[config.mk]
export PLATFORM = sky130hd
export DESIGN_NAME = c_deskew
export DESIGN_NICKNAME = d
export VERILOG_FILES = /design/src/rtl/systolic_pkg.sv /design/src/rtl/delay_line.sv /design/src/rtl/c_deskew.sv
export SDC_FILE = /design/constraint.sdc
export NUM_CORES = 1
export LEC_CHECK = 0
export CORE_UTILIZATION = 40
export CTS_BUF_LIST = sky130_fd_sc_hd__clkbuf_2 sky130_fd_sc_hd__clkbuf_4 sky130_fd_sc_hd__clkbuf_8
export DETAILED_ROUTE_END_ITERATION = 7
export GPL_ROUTABILITY_DRIVEN = 0
export SLEW_MARGIN = 20
export SYNTH_ARGS = -nofsm -noshare
export SYNTH_HDL_FRONTEND = slang
export SYNTH_HIERARCHICAL = 1
export SYNTH_SLANG_ARGS = --single-unit
[constraint.sdc]
create_clock -name clk -period 2.1 [get_ports clk]
set_input_delay 0.21 -clock clk [delete_from_list [all_inputs] [get_ports clk]]
set_output_delay 0.21 -clock clk [all_outputs]
set_load 0.05 [all_outputs]
[src/rtl/systolic_pkg.sv]
// systolic_pkg: shared enums and default sizes for the systolic matrix-multiply datapath
package systolic_pkg;
  typedef enum logic [1:0] {IDLE, FILL, EMIT} c_deskew_state_t;
  localparam int BITS_AB = 8;
  localparam int BITS_C = 24;
  localparam int DIM = 8;
  localparam int TILE_LEN = 2 * DIM - 1;
  function automatic int tile_len(input int dim);
    return 2 * dim - 1;
  endfunction
endpackage

[src/rtl/delay_line.sv]
// delay_line: beat-enabled shift register of DEPTH stages; DEPTH=0 is a wire
module delay_line #(
  parameter int DEPTH = 1,
  parameter int WIDTH = 8
) (
  input  logic             clk,
  input  logic             en,
  input  logic [WIDTH-1:0] d,
  output logic [WIDTH-1:0] q
);
  generate
    if (DEPTH == 0) begin : g_pass
      logic unused_ok;
      assign unused_ok = clk ^ en;
      assign q = d;
    end else begin : g_sr
      logic [WIDTH-1:0] sr [DEPTH];
      // shift one stage per beat; contents need no reset since every tile refills them
      always_ff @(posedge clk)
        if (en) begin
          sr[0] <= d;
          for (int i = 1; i < DEPTH; i++) sr[i] <= sr[i-1];
        end
      assign q = sr[DEPTH-1];
    end
  endgenerate
endmodule

[src/rtl/c_deskew.sv]
// c_deskew: realigns the diagonal result wavefront into one column per beat; DESKEW_ZERO_GATE_EN zeroes Cout when idle
module c_deskew #(
  parameter int BITS_C = systolic_pkg::BITS_C,
  parameter int DIM = systolic_pkg::DIM,
  localparam int IW = (DIM > 1) ? $clog2(DIM) : 1
) (
  input  logic                     clk,
  input  logic                     rst,
  input  logic                     in_valid,
  input  logic signed [BITS_C-1:0] Cin [DIM],
  output logic                     out_valid,
  output logic signed [BITS_C-1:0] Cout [DIM],
  output logic [IW-1:0]            col_idx,
  output logic                     tile_done
);
  import systolic_pkg::*;
  localparam int LAST = tile_len(DIM) - 1;
  localparam int CW = $clog2(LAST + 2);
  logic [CW-1:0] cnt, cnt_n;
  c_deskew_state_t state, state_n;
  logic emit;
  logic [IW-1:0] col;
  logic signed [BITS_C-1:0] aligned [DIM];
  // state tracks where the counter sits in the tile; DIM=1 makes every beat an emitting beat
  always_comb begin
    cnt_n = (cnt == CW'(LAST)) ? '0 : cnt + 1'b1;
    state_n = (cnt_n == '0) ? IDLE : (cnt_n >= CW'(DIM - 1)) ? EMIT : FILL;
    emit = in_valid && (state == EMIT || (state == IDLE && DIM == 1));
    col = IW'(cnt - CW'(DIM - 1));
  end
  // beat counter and FSM advance only on beats
  always_ff @(posedge clk)
    if (rst) begin
      cnt <= '0;
      state <= IDLE;
    end else if (in_valid) begin
      cnt <= cnt_n;
      state <= state_n;
    end
  for (genvar g = 0; g < DIM; g++) begin : g_row
    delay_line #(.DEPTH(DIM - 1 - g), .WIDTH(BITS_C)) u_dl (
      .clk(clk),
      .en(in_valid),
      .d(Cin[g]),
      .q(aligned[g])
    );
  end
  // output register captures one aligned column per emitting beat
  always_ff @(posedge clk)
    if (rst) begin
      out_valid <= 1'b0;
      tile_done <= 1'b0;
      col_idx <= '0;
      for (int r = 0; r < DIM; r++) Cout[r] <= '0;
    end else begin
      out_valid <= emit;
      tile_done <= emit && col == IW'(DIM - 1);
      if (emit) begin
        col_idx <= col;
        for (int r = 0; r < DIM; r++) Cout[r] <= aligned[r];
      end
`ifdef DESKEW_ZERO_GATE_EN
      else for (int r = 0; r < DIM; r++) Cout[r] <= '0;
`else
`endif
    end
endmodule
Yosys cells after proc, flatten, opt, wreduce, memory -nomap -nowiden
Memories as Yosys holds them, arrays and structs flattened. A register that Yosys moved wholly into a read port is not among the register bits. Cells that the tools add are included.

Register bits after elaboration: 35. Bits in read-only memories: 0. Bits of input ports: 195. Latch bits: 0. Memories kept: 7. Memory bits (writable): 672.

Shift operators: 0. Add/subtract/negate cells: 2. Divide/modulo/power cells: 0. Multiplexer cells: 5. Bitwise logic cells: 0. Equality and inequality tests: 3. Order comparisons: 1. Reductions and logical operators: 3. Multiply operators: 0.

Memories: g_row[0].u_dl.g_sr.sr (depth 7, width 24, rd ports 7, clocked after Yosys merged registers in 1, wr ports 7, RTL line delay_line.sv:17) `logic [WIDTH-1:0] sr [DEPTH];`; g_row[1].u_dl.g_sr.sr (depth 6, width 24, rd ports 6, clocked after Yosys merged registers in 1, wr ports 6, RTL line delay_line.sv:17); g_row[2].u_dl.g_sr.sr (depth 5, width 24, rd ports 5, clocked after Yosys merged registers in 1, wr ports 5, RTL line delay_line.sv:17); g_row[3].u_dl.g_sr.sr (depth 4, width 24, rd ports 4, clocked after Yosys merged registers in 1, wr ports 4, RTL line delay_line.sv:17); g_row[4].u_dl.g_sr.sr (depth 3, width 24, rd ports 3, clocked after Yosys merged registers in 1, wr ports 3, RTL line delay_line.sv:17); g_row[5].u_dl.g_sr.sr (depth 2, width 24, rd ports 2, clocked after Yosys merged registers in 1, wr ports 2, RTL line delay_line.sv:17); 1 more memories.

Operators with widths (count): adder 4 x 1 -> 4 bit, second input constant (1); equality test 4 bit, second input constant (1); >= comparator 4 x 3 -> 1 bit, second input constant (1); zero test 4 bit (1); 2-to-1 mux 2 bit (2); 2-to-1 mux 4 bit (1); equality test 3 bit, second input constant (1); subtractor 3 bit, second input constant (1); equality test 2 bit, second input constant (1); logical AND 1 bit (2); 2-to-1 mux 1 bit (2).

Logic depth before layout (Yosys ltp)
Depth in word-level cells: 5. Depth in mapped cells: 6. Mapped depth without buffers: 6.

By module
Netlist, hierarchy kept.

Modules (own cells, without submodules): c_deskew (cells each 892, area an instance 7053.0 um2, seq. area each 4063.9 um2, instances 1); delay_line (g_row[0].u_dl) (cells each 168, area an instance 5044.8 um2, seq. area each 5044.8 um2, instances 1); delay_line (g_row[1].u_dl) (cells each 144, area an instance 4324.1 um2, seq. area each 4324.1 um2, instances 1); delay_line (g_row[2].u_dl) (cells each 144, area an instance 3783.6 um2, seq. area each 3603.5 um2, instances 1); delay_line (g_row[3].u_dl) (cells each 96, area an instance 2882.8 um2, seq. area each 2882.8 um2, instances 1); delay_line (g_row[4].u_dl) (cells each 96, area an instance 2342.2 um2, seq. area each 2162.1 um2, instances 1); delay_line (g_row[5].u_dl) (cells each 72, area an instance 1621.6 um2, seq. area each 1441.4 um2, instances 1); delay_line (g_row[6].u_dl) (cells each 24, area an instance 720.7 um2, seq. area each 720.7 um2, instances 1); delay_line (g_row[7].u_dl) (cells each 24, area an instance 180.2 um2, seq. area each 0.0 um2, instances 1).

Least setup slack after synthesis
Ideal clock, no wire load.

Kind: register -> register. Start: register cnt[0]. End: register state[0]. Cell stages (with the launch flop): 7. Data arrival time: 1529 ps. Path slack: 439 ps. Path buffers: 0. Setup time: 132 ps. Path through: dfxtp_1 inv_1 ha_1 nand2b_1 or4_4 nand2_1 nor4_1.

Cells in the longest elaborated chain, start to end: 5. Elaborated cells on any way between the ends: 7. Classes of those cells: 1 x add/sub; 1 x order compare; 1 x eq/ne; 3 x mux; 1 x reduce/logical.

Ends and longest elaborated chain: start, declared (RTL line c_deskew.sv:19) `logic [CW-1:0] cnt, cnt_n;`; start signal, assigned (RTL line c_deskew.sv:37) `cnt <= cnt_n;`; adder 4 x 1 -> 4 bit / equality test 4 bit (equally long branches) (RTL line c_deskew.sv:26) `cnt_n = (cnt == CW'(LAST)) ? '0 : cnt + 1'b1;`; 2-to-1 mux 4 bit (*) (RTL line c_deskew.sv:26); >= comparator 4 x 3 -> 1 bit (RTL line c_deskew.sv:27) `state_n = (cnt_n == '0) ? IDLE : (cnt_n >= CW'(DIM - 1)) ? EMIT : FILL;`; 2-to-1 mux 2 bit (RTL line c_deskew.sv:27); 2-to-1 mux 2 bit (*) (RTL line c_deskew.sv:27); end signal, assigned (RTL line c_deskew.sv:38) `state <= state_n;`; end, declared (RTL line c_deskew.sv:20) `c_deskew_state_t state, state_n;`.

Every way passes the cells marked *; elsewhere a longest branch is shown, timed or not. A chain may end at the register's enable or synchronous reset.

Final worst setup path
Start: register Cout[186] (netlist bit) (read register of g_row[0].u_dl.g_sr.sr). End: output port Cout[186] (netlist bit).

RTL lines: start, declared (RTL line c_deskew.sv:12) `output logic signed [BITS_C-1:0] Cout [DIM],`.

No word-level cell between the ends.

==> flow_summary.json <==
{
  "io_pins": 392,
  "multi_input_comb_area_sq_um": 2700,
  "cap_viol_max_count": 0,
  "yosys_warnings": 6,
  "regToRegStartpoint": "cnt[0]",
  "worst-endpoint-required_ns": 1.89,
  "htree_num_levels": 4,
  "post-dp-hpwl_mm": 29.6,
  "max-slew-margin-rel_pct": 52.4,
  "grt_pass1_wl_mm": 77.9,
  "clk_path_buf_depth": 3,
  "grt_overflow_total": 0,
  "worst_hold_slack_ns": 0.364,
  "syn_area_per_cell_sq_um": 16.8,
  "layout_commonest_cell": "edfxtp_1",
  "wl_mm": 50.4,
  "fp.dieArea_sq_um": 70900,
  "post-cts-setup-buffers": 0,
  "postSynthRegisterBits": 875,
  "leakagePower_uw": 0.0137,
  "rsz0062_at_grt": "false",
  "remaining_number_of_nets_flagged_by_the_antenna_check_after_routing": 0,
  "hp-class": "input port to flop",
  "vias": 14554,
  "cts_tree": "built",
  "synthToLayoutAreaGrowth_pct": 32.9,
  "critPathLaunchType": "flop",
  "drt_drc_violations_left": 0,
  "critical_path.max_stage_delay_ns": 0.59,
  "grt_usage_pct": 14.2,
  "cp_cell_sequence": "dlygate4sd2_1",
  "setup-violations-final": 0,
  "clk_pin_slew_worst_paths_ns": 0.06,
  "layout.area.seq_sq_um": 24200,
  "worst-slew-pin-transition_ns": 0.713,
  "finalSetupTns_ns": 0,
  "status": "finished clean",
  "yosys.cell_types.count": 32,
  "worstSetupEndpointType": "primary output",
  "avgViaCountPerCell": 4.39,
  "fillers": 5484,
  "design.final.nets": 2454,
  "critPathSlowestCell": "dlygate4sd2_1",
  "rows": 96,
  "dr_iter_0_viols": 883,
  "detail_route.wl_per_cell_um": 15.2,
  "detail_route.first_pass.iterations": 7,
  "initial_core_util_pct": 40.6,
  "cp_top_family": "buffers and inverters",
  "antenna_violations_before_repair": 10,
  "critical_path.max_fanout": 2,
  "worstPathBufferInverterCount": 1,
  "critical_path_class": "flop to primary output",
  "summed_instance_area_of_the_synthesized_netlist_sq_um": 28000,
  "hold_path.startpoint": "rst",
  "fmax_ghz": 0.527,
  "tritoncts_sink_count": 875,
  "grt_pass1_vias": 14832,
  "drv_slew": 0,
  "io_buffers": 391,
  "critical_path.startpoint": "Cout[186]",
  "source_to_sink_clock_delay_at_the_later_pin_of_the_worst_skew_pair_ns": 0.75,
  "synth_nets": 1857,
  "synthCells": 1660,
  "cts_made_buffers": 143,
  "placeableCoreArea_sq_um": 68800,
  "die_width_um": 266,
  "synth_sequential_area_ratio_pct": 86.7,
  "fin_skew_ns": 0.0252,
  "worst-endpoint-arrival_ns": 1.69,
  "grt_max_degree": 73,
  "power_density_nw_per_um2": 964,
  "layout-drive-gt1-share_pct": 12.0,
  "mostFrequentLayoutCells": "672 x edfxtp_1, 390 x nand2_1, 203 x dfxtp_1, 197 x dlygate4sd2_1, 196 x a21oi_1",
  "peakVddDrop_uv": 616,
  "clockRootBuffer": "clkbuf_8",
  "die_height_um": 266,
  "ratio_of_final_minimum_period_to_clock_period_pct": 90.4,
  "finalHoldViolCount": 0,
  "timing.final.crit_period_ns": 1.90
}
## stage by stage
stage	total power [uW]	instance area, sq um	instances	util [%]	setup slack (ns)
after floorplan	20500	28000	1660	-	0.439
after global placement	21200	32500	2849	47.2	0.315
after detailed placement	21300	32500	2849	47.2	0.250
after CTS	36500	37100	3310	54.0	0.0818
after global routing	37400	37100	3313	54.0	0.0837
final	35800	37100	3315	54.0	0.202
## Yosys cell counts
cell	instances	area [sq um]
and3_4	1	11.3
nor3b_1	1	7.51
a21oi_1	196	981
nor2_2	1	6.26
ha_1	2	25.0
o22ai_1	1	6.26
edfxtp_1	672	20200
nor4b_1	1	8.76
and3_1	1	6.26
buf_4	96	721
nor2b_1	1	6.26
or4_4	1	11.3
nand2_1	390	1460
a31oi_1	1	6.26
nand2b_1	3	18.8
dfxtp_1	203	4060
nor4_1	1	6.26
a211oi_1	2	15.0
buf_2	33	165
nand3b_2	1	11.3
buf_1	3	11.3
o21ai_0	1	5.00
xnor2_1	1	8.76
mux2i_1	1	10.0
o221ai_1	1	8.76
nand3b_1	1	7.51
nor2_1	9	33.8
buf_6	1	11.3
inv_1	2	7.51
clkbuf_1	30	113
a311oi_1	1	8.76
or4_1	1	7.51
## power breakdown
group | internal (uW) | switching (uW)
Clock | 8210 | 6450
Combinational | 666 | 602
Sequential | 19700 | 224
## path summary, 6_finish.rpt
path / end / slack [ns] / cells after the start
worst min-delay path: cnt[0] / 0.36 / 3
worst max-delay path: Cout[186] / 0.20 / 1
worst min register to register: g_row[4].u_dl/g_sr.sr[0][52] / 0.39 / 0
worst max register to register: state[0] / 0.22 / 6
## timing repair
item,in CTS,in global routing
endpoints found under the setup margin,197,0
gates resized for setup,197,0
hold endpoints to repair,375,0
hold buffers,194,0
## layer usage
layer | global-route usage (%) | vias up | routed length, um
li1 | - | 7073 | -
met1 | 17.0 | 6916 | 20800
met2 | 23.0 | 435 | 24700
met3 | 4.70 | 118 | 3310
met4 | 7.21 | 12 | 1500
met5 | 0 | - | 75
## final cells by class
type | count | area share [%]
diodes | 5 | 0.0337
multi-input cells | 620 | 7.26
clock buffers | 225 | 7.12
well taps | 931 | 3.14
clock inverters | 42 | 0.805
repair buffers | 615 | 16.4
flip-flops and latches | 875 | 65.3
inverters | 2 | 0.0202
## cell families after synthesis
logic type | count (synthesis) | share of synthesized area, %
AOI/OAI and AO/OA | 203 | 3.69
muxes | 1 | 0.0358
DFF | 875 | 86.7
adders and majority gates | 2 | 0.0895
buffers and inverters | 165 | 3.68
and+or+nand+nor | 413 | 5.75
xor gates and xnor gates | 1 | 0.0313
## state kept, by name, summed over array words and instances (netlist names)
| register | cells |
|---|---|
| tile_done | 1 |
| col_idx | 3 |
| state | 2 |
| cnt | 4 |
| g_row.u_dl/g_sr.sr | 672 |
| Cout | 192 |
| out_valid | 1 |
## worst reg2reg max path, stage by stage, from the launching register on
cell and delay, ns:
dfxtp_1 0.48, inv_1 0.13, ha_1 0.36, nand2b_1 0.19, or4_4 0.50, nand2_1 0.09, nor4_1 0.05
Note: power is estimated with default switching activity, not from simulation.
